**config.mk**
```make
export PLATFORM = sky130hd
export DESIGN_NAME = freq_meter
export DESIGN_NICKNAME = d
export VERILOG_FILES = /design/src/rtl/freq_meter_pkg.sv /design/src/rtl/freq_meter_divider.sv /design/src/rtl/freq_meter.sv
export SDC_FILE = /design/constraint.sdc
export NUM_CORES = 1
export LEC_CHECK = 0
export BUFFER_PORTS_ARGS = -buffer_cell sky130_fd_sc_hd__clkbuf_2
export CAP_MARGIN = 15
export CORE_ASPECT_RATIO = 0.7
export CORE_MARGIN = 1.5
export CORE_UTILIZATION = 60
export DETAILED_ROUTE_END_ITERATION = 16
export GPL_TIMING_DRIVEN = 0
export HOLD_SLACK_MARGIN = 0.03
export MAX_ROUTING_LAYER = met4
export PLACE_DENSITY = 0.76
export SYNTH_ARGS = -nofsm -noshare
export SYNTH_HDL_FRONTEND = slang
export SYNTH_HIERARCHICAL = 1
export SYNTH_SLANG_ARGS = --single-unit
```
**constraint.sdc**
```tcl
create_clock -name CLOCK -period 4.35 [get_ports CLOCK]
set_input_delay 0.435 -clock CLOCK [delete_from_list [all_inputs] [get_ports CLOCK]]
set_output_delay 0.435 -clock CLOCK [all_outputs]
set_load 0.02 [all_outputs]
```
**src/rtl/freq_meter_pkg.sv**
```systemverilog
// freq_meter_pkg: shared types and constants
// for the frequency meter slice.
package freq_meter_pkg;

  typedef enum logic [2:0] {
    S_IDLE,
    S_ARM,
    S_COUNT,
    S_DIVIDE,
    S_DONE
  } state_t;

  localparam int unsigned SYS_CLK_HZ = 100_000_000;
  localparam int unsigned FREQ_MAX   = 4095;

endpackage

```
**src/rtl/freq_meter_divider.sv**
```systemverilog
// seq_divider: restoring unsigned divider,
// one quotient bit per cycle, W cycles total.
module seq_divider
  import freq_meter_pkg::*;
#(
  parameter int unsigned W = 32
) (
  input  logic         i_clk,
  input  logic         i_rst_n,
  input  logic         i_clr,
  input  logic         i_start,
  input  logic [W-1:0] i_dividend,
  input  logic [W-1:0] i_divisor,
  output logic         o_done,
  output logic [W-1:0] o_quot
);

  localparam int unsigned LW = $clog2(W) + 1;

  logic [W-1:0]  r_rem;
  logic [W-1:0]  r_q;
  logic [W-1:0]  r_div;
  logic [LW-1:0] r_left;
  logic          r_busy;
  logic          r_done;

  logic [W-1:0]  w_src_rem;
  logic [W-1:0]  w_src_q;
  logic [W-1:0]  w_d;
  logic [W:0]    w_sh;
  logic [W:0]    w_diff;
  logic          w_ge;
  logic [W-1:0]  w_rem_n;
  logic [W-1:0]  w_q_n;

  // one restoring step; the start cycle steps on the fresh operands
  always_comb begin
    w_src_rem = i_start ? '0 : r_rem;
    w_src_q   = i_start ? i_dividend : r_q;
    w_d       = i_start ? i_divisor : r_div;
    w_sh      = {w_src_rem, w_src_q[W-1]};
    w_diff    = w_sh - {1'b0, w_d};
    w_ge      = (w_sh >= {1'b0, w_d});
    w_rem_n   = w_ge ? w_diff[W-1:0] : w_sh[W-1:0];
    w_q_n     = {w_src_q[W-2:0], w_ge};
  end

  // iteration state; done pulses once the last bit is in
  always_ff @(posedge i_clk or negedge i_rst_n) begin
    if (!i_rst_n) begin
      r_rem  <= '0;
      r_q    <= '0;
      r_div  <= '0;
      r_left <= '0;
      r_busy <= 1'b0;
      r_done <= 1'b0;
    end else if (i_clr) begin
      r_busy <= 1'b0;
      r_done <= 1'b0;
    end else begin
      r_done <= 1'b0;
      if (i_start) begin
        r_rem  <= w_rem_n;
        r_q    <= w_q_n;
        r_div  <= i_divisor;
        r_left <= LW'(W - 1);
        r_busy <= 1'b1;
      end else if (r_busy) begin
        r_rem  <= w_rem_n;
        r_q    <= w_q_n;
        r_left <= r_left - LW'(1);
        if (r_left == LW'(1)) begin
          r_busy <= 1'b0;
          r_done <= 1'b1;
        end
      end
    end
  end

  assign o_done = r_done;
  assign o_quot = r_q;

endmodule

```
**src/rtl/freq_meter.sv**
```systemverilog
// freq_meter: period-counting frequency meter,
// reports CLK_HZ / period with overrange and timeout flags.
module freq_meter
  import freq_meter_pkg::*;
#(
  parameter int unsigned CLK_HZ  = SYS_CLK_HZ,
  parameter int unsigned CNT_W   = 32,
  parameter int unsigned FREQ_W  = $clog2(FREQ_MAX + 1),
  parameter int unsigned TIMEOUT = 200_000_000
) (
  input  logic              CLOCK,
  input  logic              reset_n,
  input  logic              sig_in,
  input  logic              enable,
  output logic [FREQ_W-1:0] freq_hz,
  output logic              valid,
  output logic              overrange,
  output logic              timeout,
  output logic              busy
);

  localparam logic [CNT_W-1:0] TO_LAST  = CNT_W'(TIMEOUT - 1);
  localparam logic [CNT_W-1:0] DIVIDEND = CNT_W'(CLK_HZ);

  state_t             r_state;
  state_t             w_nstate;
  logic [2:0]         r_sync;
  logic [CNT_W-1:0]   r_cnt;
  logic [CNT_W-1:0]   r_period;
  logic [CNT_W-1:0]   r_to;
  logic               r_start;
  logic [FREQ_W-1:0]  r_freq;
  logic               r_valid;
  logic               r_ovr;
  logic               r_tmo;

  logic               w_edge;
  logic               w_live;
  logic               w_to_exp;
  logic               w_close;
  logic               w_ld_div;
  logic               w_ld_to;
  logic               w_done;
  logic [CNT_W-1:0]   w_quot;

  assign w_edge   = r_sync[1] & ~r_sync[2];
  assign w_live   = (r_state == S_ARM) || (r_state == S_COUNT);
  assign w_to_exp = w_live && (r_to == TO_LAST);
  assign w_close  = enable && (r_state == S_COUNT) && w_edge;

  // two-flop synchronizer plus one delayed copy for edge detect
  always_ff @(posedge CLOCK or negedge reset_n) begin
    if (!reset_n) r_sync <= '0;
    else          r_sync <= {r_sync[1:0], sig_in};
  end

  // state register
  always_ff @(posedge CLOCK or negedge reset_n) begin
    if (!reset_n) r_state <= S_IDLE;
    else          r_state <= w_nstate;
  end

  // next state; an edge beats a coincident timeout
  always_comb begin
    w_nstate = r_state;
    w_ld_div = 1'b0;
    w_ld_to  = 1'b0;
    if (!enable) begin
      w_nstate = S_IDLE;
    end else begin
      unique case (r_state)
        S_IDLE:   w_nstate = S_ARM;
        S_ARM: begin
          if (w_edge) begin
            w_nstate = S_COUNT;
          end else if (w_to_exp) begin
            w_ld_to = 1'b1;
          end
        end
        S_COUNT: begin
          if (w_edge) begin
            w_nstate = S_DIVIDE;
          end else if (w_to_exp) begin
            w_ld_to  = 1'b1;
            w_nstate = S_ARM;
          end
        end
        S_DIVIDE: begin
          if (w_done) begin
            w_ld_div = 1'b1;
            w_nstate = S_DONE;
          end
        end
        S_DONE:   w_nstate = S_ARM;
        default:  w_nstate = S_IDLE;
      endcase
    end
  end

  // period and timeout counters, both saturating
  always_ff @(posedge CLOCK or negedge reset_n) begin
    if (!reset_n) begin
      r_cnt    <= '0;
      r_period <= '0;
      r_to     <= '0;
      r_start  <= 1'b0;
    end else begin
      r_start <= w_close;
      if (!w_live || !enable || w_edge || w_to_exp) begin
        r_to <= '0;
      end else if (r_to != '1) begin
        r_to <= r_to + CNT_W'(1);
      end
      if (r_state == S_ARM && w_edge) begin
        r_cnt <= '0;
      end else if (r_state == S_COUNT && r_cnt != '1) begin
        r_cnt <= r_cnt + CNT_W'(1);
      end
      if (w_close) r_period <= r_cnt + CNT_W'(1);
    end
  end

  seq_divider #(
    .W (CNT_W)
  ) u_div (
    .i_clk      (CLOCK),
    .i_rst_n    (reset_n),
    .i_clr      (~enable),
    .i_start    (r_start),
    .i_dividend (DIVIDEND),
    .i_divisor  (r_period),
    .o_done     (w_done),
    .o_quot     (w_quot)
  );

  // result registers; held until the next quotient or timeout
  always_ff @(posedge CLOCK or negedge reset_n) begin
    if (!reset_n) begin
      r_freq  <= '0;
      r_valid <= 1'b0;
      r_ovr   <= 1'b0;
      r_tmo   <= 1'b0;
    end else begin
      r_valid <= 1'b0;
      if (w_ld_div) begin
        r_valid <= 1'b1;
        r_tmo   <= 1'b0;
        if (|w_quot[CNT_W-1:FREQ_W]) begin
          r_freq <= '1;
          r_ovr  <= 1'b1;
        end else begin
          r_freq <= w_quot[FREQ_W-1:0];
          r_ovr  <= 1'b0;
        end
      end else if (w_ld_to) begin
        r_valid <= 1'b1;
        r_freq  <= '0;
        r_ovr   <= 1'b0;
        r_tmo   <= 1'b1;
      end
    end
  end

  assign freq_hz   = r_freq;
  assign valid     = r_valid;
  assign overrange = r_ovr;
  assign timeout   = r_tmo;
  assign busy      = (r_state != S_IDLE);

endmodule

```
==> summary.txt, run 1 <==
Synthesis
  • Number of enable-type register cells in the synthesized netlist: 0
  • Flip-flop and latch count after synthesis: 222
  • Sequential element share of the synthesized area: 0.422
  • Instance count of the mapped netlist: around 1500
  • Cell with the most instances after synthesis: sky130_fd_sc_hd__nand2_1
  • Synth area leaders: sky130_fd_sc_hd__dfrtp_1 (42%), sky130_fd_sc_hd__nand2_1 (7.5%), sky130_fd_sc_hd__mux2i_1 (6.4%)
  • Post-synth top area cell: sky130_fd_sc_hd__dfrtp_1
  • Fraction of registers with async set/reset: 1.00
  • Count of unique library cells instantiated by Yosys: 87
  • Top FF cell, synth: sky130_fd_sc_hd__dfrtp_1
  • Mean cell area of the mapped netlist: 8.98 µm²
  • Yosys warnings: 6
  • Netlist area before placement: between 10000 and 15000 µm²
  • Area share of the largest cell type after synthesis: 0.422
  • Synth cell count leaders: sky130_fd_sc_hd__nand2_1 (262), sky130_fd_sc_hd__dfrtp_1 (222), sky130_fd_sc_hd__o21ai_0 (90), sky130_fd_sc_hd__nor2_1 (89), sky130_fd_sc_hd__mux2i_1 (84)

STA
  • Highest clock rate: 0.240 GHz
  • Final worst-path setup slack: 0.191 ns
  • Max_slew headroom: 0.170
  • Count of endpoints failing setup in the final report: 0
  • Final slew viol count: 0
  • Clock skew after layout: between 0.01 and 0.015 ns
  • Period utilisation layout: 0.956
  • Hold violation count in the final report: 0
  • Tightest Pin Transition: about 1.2 ns
  • Shortest clock period the worst path allows after layout: 4.16 ns

CTS
  • Total number of clock tree sinks: 222
  • Clock latency of the later-clocked register in the worst-skew pair: roughly 0.53 ns
  • Number of buffers added by the clock tree synthesis step: 23
  • TritonCTS clock tree: done
  • Clock Root Buffer: sky130_fd_sc_hd__clkbuf_16
  • Buffer depth of the longest clock path: 3
  • CTS H-tree depth: 1
  • Clock transition at path regs: 0.06 ns
  • Setup Fix Bufs, Post-CTS: 0

Critical path
  • Cell with the biggest individual delay on the critical path: sky130_fd_sc_hd__dfrtp_4
  • End of the worst register-to-register path: u_div/r_rem[26]$_DFFE_PN0P_
  • Worst reg-to-reg path cell count: 14
  • Worst path cell trace: clkbuf_4 > clkbuf_4 > mux2i_2 > ha_1 > buf_6 > a211o_1 > or3_1 > nor3_2 > o21ai_1 > and2_4 > a31o_4 > buf_6 > or4_1 > o221ai_1
  • WP depth: 14
  • Setup crit start: r_start$_DFF_PN0_
  • Origin of the critical flop-to-flop path: r_start$_DFF_PN0_
  • Worst path buffer plus inverter count: 4
  • Slowest cell delay on critical path: 0.56 ns
  • Critical path data arrival time: 4.59 ns
  • Worst-case register-to-register setup slack: 0.19 ns
  • Family of cells with the greatest summed delay on the critical path: simple AND/OR/NAND/NOR gates
  • Data required time at the worst endpoint: 4.78 ns
  • Crit. End Element: register
  • Biggest fanout along the worst timing path: 16
  • Critical setup path kind: register to register
  • End point of the critical path: u_div/r_rem[26]$_DFFE_PN0P_
  • Kind of launch point of the worst setup path: register

Floorplanning
  • Core footprint: 21600 µm²
  • Site Rows: 45
  • Die Height: 127 µm
  • Die width: roughly 180 µm
  • Effective utilization at floorplan: 0.609
  • I/O pin total: 20
  • Total die area: around 23000 µm²

Placed design
  • Count of input and output buffers: 19
  • Minimum setup slack after placement: -1.19 ns
  • Routability cong.: approximately 0.96
  • Placed wire-length estimate after detailed placement: 23900 µm
  • Number of placed cells counting well taps: 1799

Global routing
  • Initial antenna violation count: 1
  • Total Routing Usage GR: 0.310
  • Largest net degree at the start of global routing: 115
  • Global-route wire length before repair: 55800 µm
  • Vias in the first global route: around 10000
  • Sum of overflow across all layers after global routing: 0

Route
  • Average via count per standard cell: 6.09
  • Detailed-route wire length: 33600 µm
  • DRT Pass-1 Iters: 6
  • Average routed wire per standard cell: 18.3 µm
  • Number of remaining DRC errors: 0
  • Total via count in the routed design: between 10000 and 15000
  • Count of routing violations after the opening detailed-route iteration: ~1100
  • Number of nets still failing antenna checks after routing: 0

Final layout
  • Synthesis-to-finish area growth: 11.9%
  • Layout net count: 1584
  • Post-layout instance count excluding filler cells: 1842
  • Layout cell share with drive strength beyond 1: 0.0847

Power and ir drop
  • Sw power: ~0.0028 W
  • Cell internal power dissipation: 0.00506 W
  • Maximum vdd drop: roughly 0.00031 V
  • Switching power as a share of total power: 0.359
  • Combinational Power Share: 0.404
  • Pwr Density: 536 nW/µm²
  • Sequential power share: 0.303
  • Clock network power share: 0.293
  • LEAKAGE: between 6 and 7 nW

Job
  • Max_cap viols: 0

Worst hold path
  • Min-delay worst type: primary input to register

Outcome
  • Run status: complete, no violations
==> stage by stage <==
| step | area [µm²] | TNS [ns] | hold slack, ns | power, W | util |
|---|---|---|---|---|---|
| after floorplan | 13300 | 0 | 0.139 | 0.00482 | - |
| after global placement | 13700 | -392.54 | 0.386 | 0.00547 | 0.635 |
| after detailed placement | 13800 | -24.51 | 0.273 | 0.00551 | 0.638 |
| after CTS | 14700 | 0 | 0.246 | 0.00786 | 0.680 |
| after global routing | 14700 | -0.00186 | 0.268 | 0.00836 | 0.681 |
| final | 14700 | 0 | 0.269 | 0.00790 | 0.681 |
==> kinds of logic after synthesis <==
kind of cell / after synthesis / share of synthesized area
fa+ha+maj: 37 / 0.0357
mux: 88 / 0.0673
simple gates: 609 / 0.228
compound gates: 305 / 0.157
other cells: 2 / 0.000571
buf+inv: 134 / 0.0431
xor+xnor: 69 / 0.0459
flops: 222 / 0.422
==> layer usage <==
| metal | vias to the layer above | share of wire | track usage | wire [µm] |
|---|---|---|---|---|
| met5 | - | 0 | - | 0 |
| met4 | 0 | 0.018 | 0.0578 | 601 |
| met3 | 45 | 0.071 | 0.0425 | 2400 |
| met2 | 369 | 0.41 | 0.432 | 13800 |
| met1 | 5420 | 0.50 | 0.481 | 16800 |
| li1 | 5378 | - | - | - |
==> power by group through the flow <==
stage	clock, W	combinational, W	sequential (W)
floorplan	0	0.00244	0.00239
detailed placement	0	0.00309	0.00242
CTS	0.00235	0.00312	0.00239
global route	0.00243	0.00351	0.00242
finish	0.00232	0.00319	0.00239
global placement	0	0.00306	0.00241
==> layout make-up <==
class / instances / area, µm²
tap: 282 / 353
multi-input combinational: 1140 / 7170
clock buffer: 29 / 638
clock inverter: 12 / 250
sequential: 222 / 5560
antenna: 1 / 2.50
timing repair buffer: 23 / 179
inverter: 41 / 154
fill: 1697 / 6890
buffer: 92 / 423
==> tightest hold or removal path: cells and delay by family <==
family | cells | cell delay (ns)
AO/OA/AOI/OAI | 2 | 0.21
buffers and inverters | 1 | 0.10
==> worst min-delay path by stage <==
stage	from	endpoint	slack, ns	cells past startpoint
final	enable	r_state[0]$_DFFE_PN0P_	0.27	3
after global routing	enable	r_state[0]$_DFFE_PN0P_	0.27	3
after CTS	enable	r_state[0]$_DFFE_PN0P_	0.25	3
after detailed placement	reset_n	u_div/r_rem[10]$_DFFE_PN0P_	0.27	1
after global placement	r_sync[1]$_DFF_PN0_	r_sync[2]$_DFF_PN0_	0.39	0
after floorplan	reset_n	freq_hz[0]$_DFFE_PN0P_	0.14	0
==> placed cells by master (no fill, tap or decap), drive strengths merged, types with 8 or more instances in the layout <==
cell,n
a21o,25
nor4,25
or3,8
and4,13
clkbuf,116
nor4b,8
conb,32
o31a,8
nand2b,9
nand3,38
xor2,22
ha,36
xnor2,47
and3,20
o31ai,15
a221o,20
nor3,30
mux2i,84
inv,41
o21ai,95
and2,12
nor2,90
a31oi,12
a21oi,46
o22ai,13
buf,26
nor2b,31
a211oi,10
dfrtp,222
or4,18
nand4,25
nand2,262
or2,9
==> flip-flops by register name, summed over array words and instances, names as in the netlist <==
| register | count |
|---|---|
| u_div/r_rem | 32 |
| r_period | 32 |
| r_sync | 3 |
| overrange | 1 |
| r_state | 3 |
| freq_hz | 12 |
| u_div/o_done | 1 |
| r_to | 32 |
| r_cnt | 32 |
| u_div/r_left | 6 |
| u_div/r_div | 32 |
| timeout | 1 |
| u_div/o_quot | 32 |
| u_div/r_busy | 1 |
| r_start | 1 |
| valid | 1 |
==> repair_timing <==
item                                    4_1_cts  5_1_grt
hold buffers                                  2        0
gates resized for setup                       8        8
endpoints found under the setup margin       33       31
hold endpoints to repair                      6        0
Power figures use the tool's default switching activity.
==> run 2, diff against run 1 <==
--- a/config.mk
+++ b/config.mk
@@ -14,8 +14,7 @@
 export GPL_TIMING_DRIVEN = 0
 export HOLD_SLACK_MARGIN = 0.03
 export MAX_ROUTING_LAYER = met4
-export PLACE_DENSITY = 0.76
+export PLACE_DENSITY = 0.77
 export SYNTH_ARGS = -nofsm -noshare
 export SYNTH_HDL_FRONTEND = slang
-export SYNTH_HIERARCHICAL = 1
 export SYNTH_SLANG_ARGS = --single-unit
==> summary.txt, run 2 <==
Floorplanning
  • Effective utilization at floorplan: 0.618 (+0.00909)
  • Core footprint: 20000 µm² (-7.7%)
  • Site Rows: 43 (-4.4%)
  • Die width: 174 µm (-3.1%)
  • I/O pin total: 20 (unchanged)
  • Die Height: 123 µm (-3.1%)
  • Total die area: 21400 µm² (-6.2%)

Synthesis
  • Post-synth top area cell: sky130_fd_sc_hd__dfrtp_1
  • Count of unique library cells instantiated by Yosys: 69 (-21%)
  • Synth cell count leaders: sky130_fd_sc_hd__dfrtp_1 (222), sky130_fd_sc_hd__nand2_1 (176), sky130_fd_sc_hd__nor2_1 (128), sky130_fd_sc_hd__o21ai_0 (90), sky130_fd_sc_hd__a21oi_1 (72)
  • Area share of the largest cell type after synthesis: 0.450 (+0.0284)
  • Flip-flop and latch count after synthesis: 222 (unchanged)
  • Mean cell area of the mapped netlist: 9.17 µm² (+2.1%)
  • Fraction of registers with async set/reset: 1.00 (unchanged)
  • Synth area leaders: sky130_fd_sc_hd__dfrtp_1 (45%), sky130_fd_sc_hd__nand2_1 (5.4%), sky130_fd_sc_hd__nor2_1 (3.9%)
  • Netlist area before placement: 12300 µm² (-6.3%)
  • Post-synth net total: 1386
  • Sequential element share of the synthesized area: 0.450 (+0.0284)
  • Cell with the most instances after synthesis: sky130_fd_sc_hd__dfrtp_1
  • Yosys warnings: 0 (-6)
  • Instance count of the mapped netlist: 1345 (-8.3%)
  • Number of enable-type register cells in the synthesized netlist: 0 (unchanged)
  • Top FF cell, synth: sky130_fd_sc_hd__dfrtp_1

Final layout
  • Share of the core filled with cells in the final layout: 0.683 (+0.00212)
  • Final antenna diode count: 0 (-1)
  • Synthesis-to-finish area growth: 10.6%
  • Layout cell share with drive strength beyond 1: 0.0974 (+0.0127)
  • Post-layout instance count excluding filler cells: 1677 (-9.0%)
  • Commonest non-fill, non-tap cell in the layout: sky130_fd_sc_hd__dfrtp_1
  • Layout net count: 1433 (-9.5%)
  • Most frequent cells in the layout: sky130_fd_sc_hd__dfrtp_1 (222), sky130_fd_sc_hd__nand2_1 (176), sky130_fd_sc_hd__nor2_1 (128)

STA
  • Setup TNS: 0 ns (unchanged)
  • Setup repair after global routing missed its margin: no
  • Highest clock rate: 0.241 GHz (about the same)
  • Count of endpoints failing setup in the final report: 0 (unchanged)
  • Shortest clock period the worst path allows after layout: 4.15 ns (-0.00403 ns)
  • Period utilisation layout: 0.955 (about the same)
  • Tightest Pin Transition: 0.743 ns (-0.499 ns)
  • Clock skew after layout: 0.0262 ns (+0.0135 ns)
  • Max_slew headroom: 0.505 (+0.334)
  • Final slew viol count: 0 (unchanged)
  • Hold violation count in the final report: 0 (unchanged)

Route
  • Number of nets still failing antenna checks after routing: 0 (unchanged)
  • Number of remaining DRC errors: 0 (unchanged)
  • Average via count per standard cell: 6.20 (+1.9%)
  • DRT Pass-1 Iters: 5 (-1)
  • Detailed-route wire length: 30800 µm (-8.3%)
  • Total via count in the routed design: 10400 (-7.2%)
  • Count of routing violations after the opening detailed-route iteration: 1048 (-5.6%)
  • Average routed wire per standard cell: 18.4 µm (+0.76%)

Outcome
  • Run status: complete, no violations

CTS
  • Total number of clock tree sinks: 222 (unchanged)
  • Clock Root Buffer: sky130_fd_sc_hd__clkbuf_16
  • Clock transition at path regs: 0.06 ns (about the same)
  • Buffer depth of the longest clock path: 3 (unchanged)
  • Clock latency of the later-clocked register in the worst-skew pair: 0.53 ns (about the same)
  • CTS H-tree depth: 1 (unchanged)
  • TritonCTS clock tree: done
  • Number of buffers added by the clock tree synthesis step: 22 (-4.3%)

Critical path
  • Data required time at the worst endpoint: 4.77 ns (about the same)
  • Biggest fanout along the worst timing path: 19 (+3)
  • Crit. End Element: register
  • Critical path data arrival time: 4.58 ns (about the same)
  • Kind of launch point of the worst setup path: register
  • Critical setup path kind: register to register

Placed design
  • Number of placed cells counting well taps: 1636 (-9.1%)
  • Routability cong.: 0.963 (+0.12%)
  • Count of input and output buffers: 19 (unchanged)
  • Placed wire-length estimate after detailed placement: 22700 µm (-4.9%)

Global routing
  • Vias in the first global route: 9753 (-6.1%)
  • Largest net degree at the start of global routing: 96 (-17%)
  • Sum of overflow across all layers after global routing: 0 (unchanged)
  • Global-route wire length before repair: 50600 µm (-9.3%)
  • Total Routing Usage GR: 0.304 (-0.00601)
  • Initial antenna violation count: 0 (-1)

Power and ir drop
  • Pwr Density: 595 nW/µm² (+11%)
  • Maximum vdd drop: 0.000416 V (+35%)
  • LEAKAGE: 6.03 nW (-8.0%)

Job
  • Max_cap viols: 0 (unchanged)

Worst hold path
  • Min-delay worst type: register to register
-- run 2: cell count changes after synthesis, moves of 19 or more --
cell                       previous run  this run
sky130_fd_sc_hd__xor2_1              22        41
sky130_fd_sc_hd__mux2i_1             84        35
sky130_fd_sc_hd__clkbuf_1            66        45
sky130_fd_sc_hd__nand2_1            262       176
sky130_fd_sc_hd__o21ai_1              4        25
sky130_fd_sc_hd__nor2_1              89       128
sky130_fd_sc_hd__a21oi_1             46        72
sky130_fd_sc_hd__mux2_2               3        33
sky130_fd_sc_hd__nand3_1             35        68
-- run 2: routing by layer --
metal	vias up	track usage	wire length, µm
met5	-	-	0
met1	5146	0.456	15300
li1	4870	-	-
met4	0	0.0555	444
met3	44	0.0550	2140
met2	341	0.434	13000
-- run 2: metrics by stage --
stage          area [µm²]  worst slack [ns]  hold WS (ns)  total power [W]
2_1_floorplan       12300             0.409         0.139          0.00509
3_3_place_gp        12800             -1.51         0.351          0.00596
3_5_place_dp        12800             -1.17         0.345          0.00603
4_1_cts             13600            0.0191         0.355          0.00797
5_1_grt             13600            0.0887         0.359          0.00859
6_report            13600             0.195         0.352          0.00811
-- run 2: layout make-up --
type,count,area (µm²)
Sequential cell,222,5560
Tap cell,270,338
Clock inverter,3,26.3
Fill cell,1609,6320
Inverter,27,101
Multi-Input combinational cell,1027,6400
Timing Repair Buffer,25,194
Clock buffer,36,683
Buffer,67,343
-- run 2: report_power, final --
part,total (W),internal [W],switching [W]
Clock,0.00187,0.00107,0.000801
Combinational,0.00369,0.00136,0.00233
Sequential,0.00254,0.00233,0.000211
Total,0.00811,0.00476,0.00334
-- run 2: final timing paths --
| kind | from | to | slack [ns] | cells after the start |
|---|---|---|---|---|
| setup / recovery | r_start$_DFF_PN0_ | u_div.r_rem[4]$_DFFE_PN0P_ | 0.20 | 14 |
| hold / removal | r_sync[0]$_DFF_PN0_ | r_sync[1]$_DFF_PN0_ | 0.35 | 0 |
| setup reg to reg | r_start$_DFF_PN0_ | u_div.r_rem[4]$_DFFE_PN0P_ | 0.20 | 14 |
| hold reg to reg | r_sync[0]$_DFF_PN0_ | r_sync[1]$_DFF_PN0_ | 0.35 | 0 |
| max in group asynchronous | reset_n | r_period[10]$_DFFE_PN0P_ | 3.18 | 3 |
| min in group asynchronous | reset_n | r_to[21]$_DFFE_PN0P_ | 0.38 | 2 |
-- run 2: repair_timing --
action,CTS,global route
buffers inserted,1,1
hold buffers,2,0
setup endpoints to repair,33,31
gates resized for setup,15,13
pin swaps,1,2
endpoints found under the hold margin,33,0
-- run 2: kinds of logic (layout without fill, tap and decap cells) --
group                      after synthesis  after routing  synth area share
DFF                                    222            222             0.450
adders and majority gates               37             37            0.0381
muxes                                   68             68            0.0585
xor gates and xnor gates                81             81            0.0575
and+or+nand+nor                        532            532             0.205
AOI/OAI and AO/OA                      309            309             0.157
buffers and inverters                   96            158            0.0338
-- run 2: worst max-delay path, cell delays in order, from the launching register on --
cell	delay (ns)
sky130_fd_sc_hd__dfrtp_1	0.48
sky130_fd_sc_hd__clkbuf_4	0.37
sky130_fd_sc_hd__clkbuf_8	0.27
sky130_fd_sc_hd__mux2i_1	0.32
sky130_fd_sc_hd__ha_1	0.25
sky130_fd_sc_hd__nand2_1	0.10
sky130_fd_sc_hd__a211o_1	0.29
sky130_fd_sc_hd__a21oi_1	0.28
sky130_fd_sc_hd__o211ai_1	0.29
sky130_fd_sc_hd__buf_4	0.23
sky130_fd_sc_hd__and2_1	0.18
sky130_fd_sc_hd__o21ai_4	0.38
sky130_fd_sc_hd__clkbuf_4	0.34
sky130_fd_sc_hd__nand2_1	0.08
sky130_fd_sc_hd__a31oi_1	0.18
==> run 3, diff against run 2 <==
--- a/config.mk
+++ b/config.mk
@@ -8,7 +8,7 @@
 export BUFFER_PORTS_ARGS = -buffer_cell sky130_fd_sc_hd__clkbuf_2
 export CAP_MARGIN = 15
 export CORE_ASPECT_RATIO = 0.7
-export CORE_MARGIN = 1.5
+export CORE_MARGIN = 10
 export CORE_UTILIZATION = 60
 export DETAILED_ROUTE_END_ITERATION = 16
 export GPL_TIMING_DRIVEN = 0
==> summary.txt, run 3 (synthesized netlist as in run 2, its figures left out) <==
Final layout
  • Area taken by multi-input logic gates: 6400 µm² (about the same)
  • Layout cell share with drive strength beyond 1: 0.103 (+0.00588)
  • Commonest non-fill, non-tap cell in the layout: sky130_fd_sc_hd__dfrtp_1
  • Layout net count: 1440 (+0.49%)
  • FF+latch area: 5560 µm² (unchanged)
  • Post-layout instance count excluding filler cells: 1684 (+0.42%)
  • Most frequent cells in the layout: sky130_fd_sc_hd__dfrtp_1 (222), sky130_fd_sc_hd__nand2_1 (176), sky130_fd_sc_hd__nor2_1 (128)
  • Synthesis-to-finish area growth: 10.8%
  • Layout fillers: 1642 (+2.1%)
  • Final antenna diode count: 0 (unchanged)

Global routing
  • Global routing usage on met1: 0.352 (-0.104)
  • Initial antenna violation count: 0 (unchanged)
  • Most crowded layer after global routing: met1
  • Largest net degree at the start of global routing: 104 (+8.3%)
  • Met2 global-route usage: 0.338 (-0.0963)
  • Met3 track utilization from global routing: 0.0484 (-0.00668)
  • Vias in the first global route: 9706 (-0.48%)
  • Total Routing Usage GR: 0.239 (-0.0655)
  • Sum of overflow across all layers after global routing: 0 (unchanged)
  • Global-route wire length before repair: 51200 µm (+1.3%)

Worst hold path
  • Hold Path Sink: r_sync[1]$_DFF_PN0_
  • Min-delay worst type: register to register
  • Worst Hold Depth: 0 (unchanged)
  • Hold path start: r_sync[0]$_DFF_PN0_

STA
  • Highest clock rate: 0.237 GHz (-1.3%)
  • Shortest clock period the worst path allows after layout: 4.21 ns (+0.0560 ns)
  • Tightest Pin Transition: 0.762 ns (+0.0185 ns)
  • Period utilisation layout: 0.968 (+0.0129)
  • Final slew viol count: 0 (unchanged)
  • Worst Hold Margin: 0.357 ns (+0.00582 ns)
  • Count of endpoints failing setup in the final report: 0 (unchanged)
  • Hold violation count in the final report: 0 (unchanged)
  • Clock skew after layout: 0.0250 ns (-0.00121 ns)
  • Max_slew headroom: 0.492 (-0.0123)

Route
  • Average via count per standard cell: 6.18 (-0.32%)
  • Number of remaining DRC errors: 0 (unchanged)
  • Average routed wire per standard cell: 18.7 µm (+1.5%)
  • Total via count in the routed design: 10400 (+0.096%)
  • Count of routing violations after the opening detailed-route iteration: 889 (-15%)
  • Number of nets still failing antenna checks after routing: 0 (unchanged)
  • Detailed-route wire length: 31400 µm (+1.9%)
  • DRT Pass-1 Iters: 5 (unchanged)

Critical path
  • Kind of launch point of the worst setup path: register
  • Family of cells with the greatest summed delay on the critical path: simple AND/OR/NAND/NOR gates
  • Crit. End Element: register
  • Origin of the critical flop-to-flop path: r_start$_DFF_PN0_
  • Slowest cell delay on critical path: 0.62 ns (+0.14 ns)
  • End of the worst register-to-register path: u_div.r_rem[8]$_DFFE_PN0P_
  • Critical setup path kind: register to register
  • Worst path buffer plus inverter count: 5 (+1)
  • Biggest fanout along the worst timing path: 10 (-9)
  • Worst-case register-to-register setup slack: 0.14 ns (-0.06 ns)
  • Worst reg-to-reg path cell count: 14 (unchanged)
  • Critical path data arrival time: 4.66 ns (+0.08 ns)
  • Cell repeated most along the worst path: sky130_fd_sc_hd__clkbuf_4
  • Data required time at the worst endpoint: 4.79 ns (+0.02 ns)
  • Cell with the biggest individual delay on the critical path: sky130_fd_sc_hd__or4_4
  • Worst path cell trace: clkbuf_4 > clkbuf_4 > clkbuf_4 > nor2b_1 > ha_1 > buf_4 > nand2_1 > or4_4 > nor4_2 > a211o_1 > nor2_4 > buf_4 > nor2_1 > a221o_1

Floorplanning
  • I/O pin total: 20 (unchanged)
  • Die width: 191 µm (+9.7%)
  • Total die area: 26800 µm² (+25%)
  • Site Rows: 43 (unchanged)
  • Die Height: 140 µm (+14%)
  • Effective utilization at floorplan: 0.616 (-0.00166)
  • Core footprint: 20000 µm² (+0.27%)

CTS
  • CTS H-tree depth: 1 (unchanged)
  • TritonCTS clock tree: done
  • Clock transition at path regs: 0.06 ns (about the same)
  • Total number of clock tree sinks: 222 (unchanged)
  • Clock latency of the later-clocked register in the worst-skew pair: 0.53 ns (about the same)
  • Number of buffers added by the clock tree synthesis step: 23 (+4.5%)
  • Buffer depth of the longest clock path: 3 (unchanged)
  • Clock Root Buffer: sky130_fd_sc_hd__clkbuf_16

Outcome
  • Run status: complete, no violations

Power and ir drop
  • Pwr Density: 599 nW/µm² (+0.82%)
  • Maximum vdd drop: 0.000375 V (-9.9%)
  • LEAKAGE: 6.05 nW (+0.32%)

Placed design
  • Placed wire-length estimate after detailed placement: 23000 µm (+1.1%)
  • Routability cong.: 0.975 (+1.3%)
  • Number of placed cells counting well taps: 1636 (unchanged)
  • Count of input and output buffers: 19 (unchanged)

Job
  • Max_cap viols: 0 (unchanged)
==> run 3: cell count changes in the layout (fill, tap and decap cells not counted), sizes merged <==
cell and change:
inv +1, clkinvlp +2, clkinv +2, buf +4, clkbuf -2
==> run 3: worst max path at each step <==
| stage | start | end | slack (ns) | cells after the start |
|---|---|---|---|---|
| 2_1_floorplan | r_start$_DFF_PN0_ | u_div.r_rem[30]$_DFFE_PN0P_ | 0.41 | 14 |
| 3_3_place_gp | reset_n | u_div.r_rem[6]$_DFFE_PN0P_ | -1.56 | 1 |
| 3_5_place_dp | r_start$_DFF_PN0_ | u_div.r_rem[14]$_DFFE_PN0P_ | -1.18 | 14 |
| 4_1_cts | r_start$_DFF_PN0_ | u_div.r_rem[4]$_DFFE_PN0P_ | 0.03 | 15 |
| 5_1_grt | r_start$_DFF_PN0_ | u_div.r_rem[29]$_DFFE_PN0P_ | -0.003 | 15 |
| 6_report | r_start$_DFF_PN0_ | u_div.r_rem[8]$_DFFE_PN0P_ | 0.14 | 14 |
==> run 3: metrics by stage <==
step,instance area [µm²],utilization,TNS (ns),power [W],setup slack (ns)
final,13700,0.683,0,0.00819,0.139
after CTS,13600,0.680,0,0.00796,0.0292
after floorplan,12300,-,0,0.00509,0.409
after global routing,13700,0.683,-0.00252,0.00866,-0.00252
after detailed placement,12800,0.641,-31.80,0.00603,-1.18
after global placement,12800,0.638,-373.50,0.00598,-1.56
==> run 3: routing by layer <==
metal | part of all wire | vias up
li1 | - | 4898
met1 | 0.48 | 5114
met2 | 0.42 | 370
met3 | 0.087 | 29
met4 | 0.013 | 0
met5 | 0 | -
==> run 3: report_power, final <==
part	switching [W]	internal (W)
Clock	0.000823	0.00104
Combinational	0.00236	0.00143
Sequential	0.000207	0.00233
Total	0.00339	0.00480
==> run 3: layout make-up <==
cell class / instances / share of cell area
repair buffers: 30 / 0.0169
inverters: 27 / 0.00741
flip-flops and latches: 222 / 0.406
well taps: 270 / 0.0247
plain buffers: 68 / 0.0253
multi-input cells: 1027 / 0.468
clock inverters: 8 / 0.00357
clock buffers: 32 / 0.0475
==> run 3: what timing repair did <==
action | in CTS | in global routing
gates resized for setup | 16 | 10
setup buffers | 1 | 6
gates cloned | 0 | 0
endpoints found under the hold margin | 44 | 0
pin swaps | 1 | 3
hold buffers | 2 | 0
endpoints found under the setup margin | 33 | 32
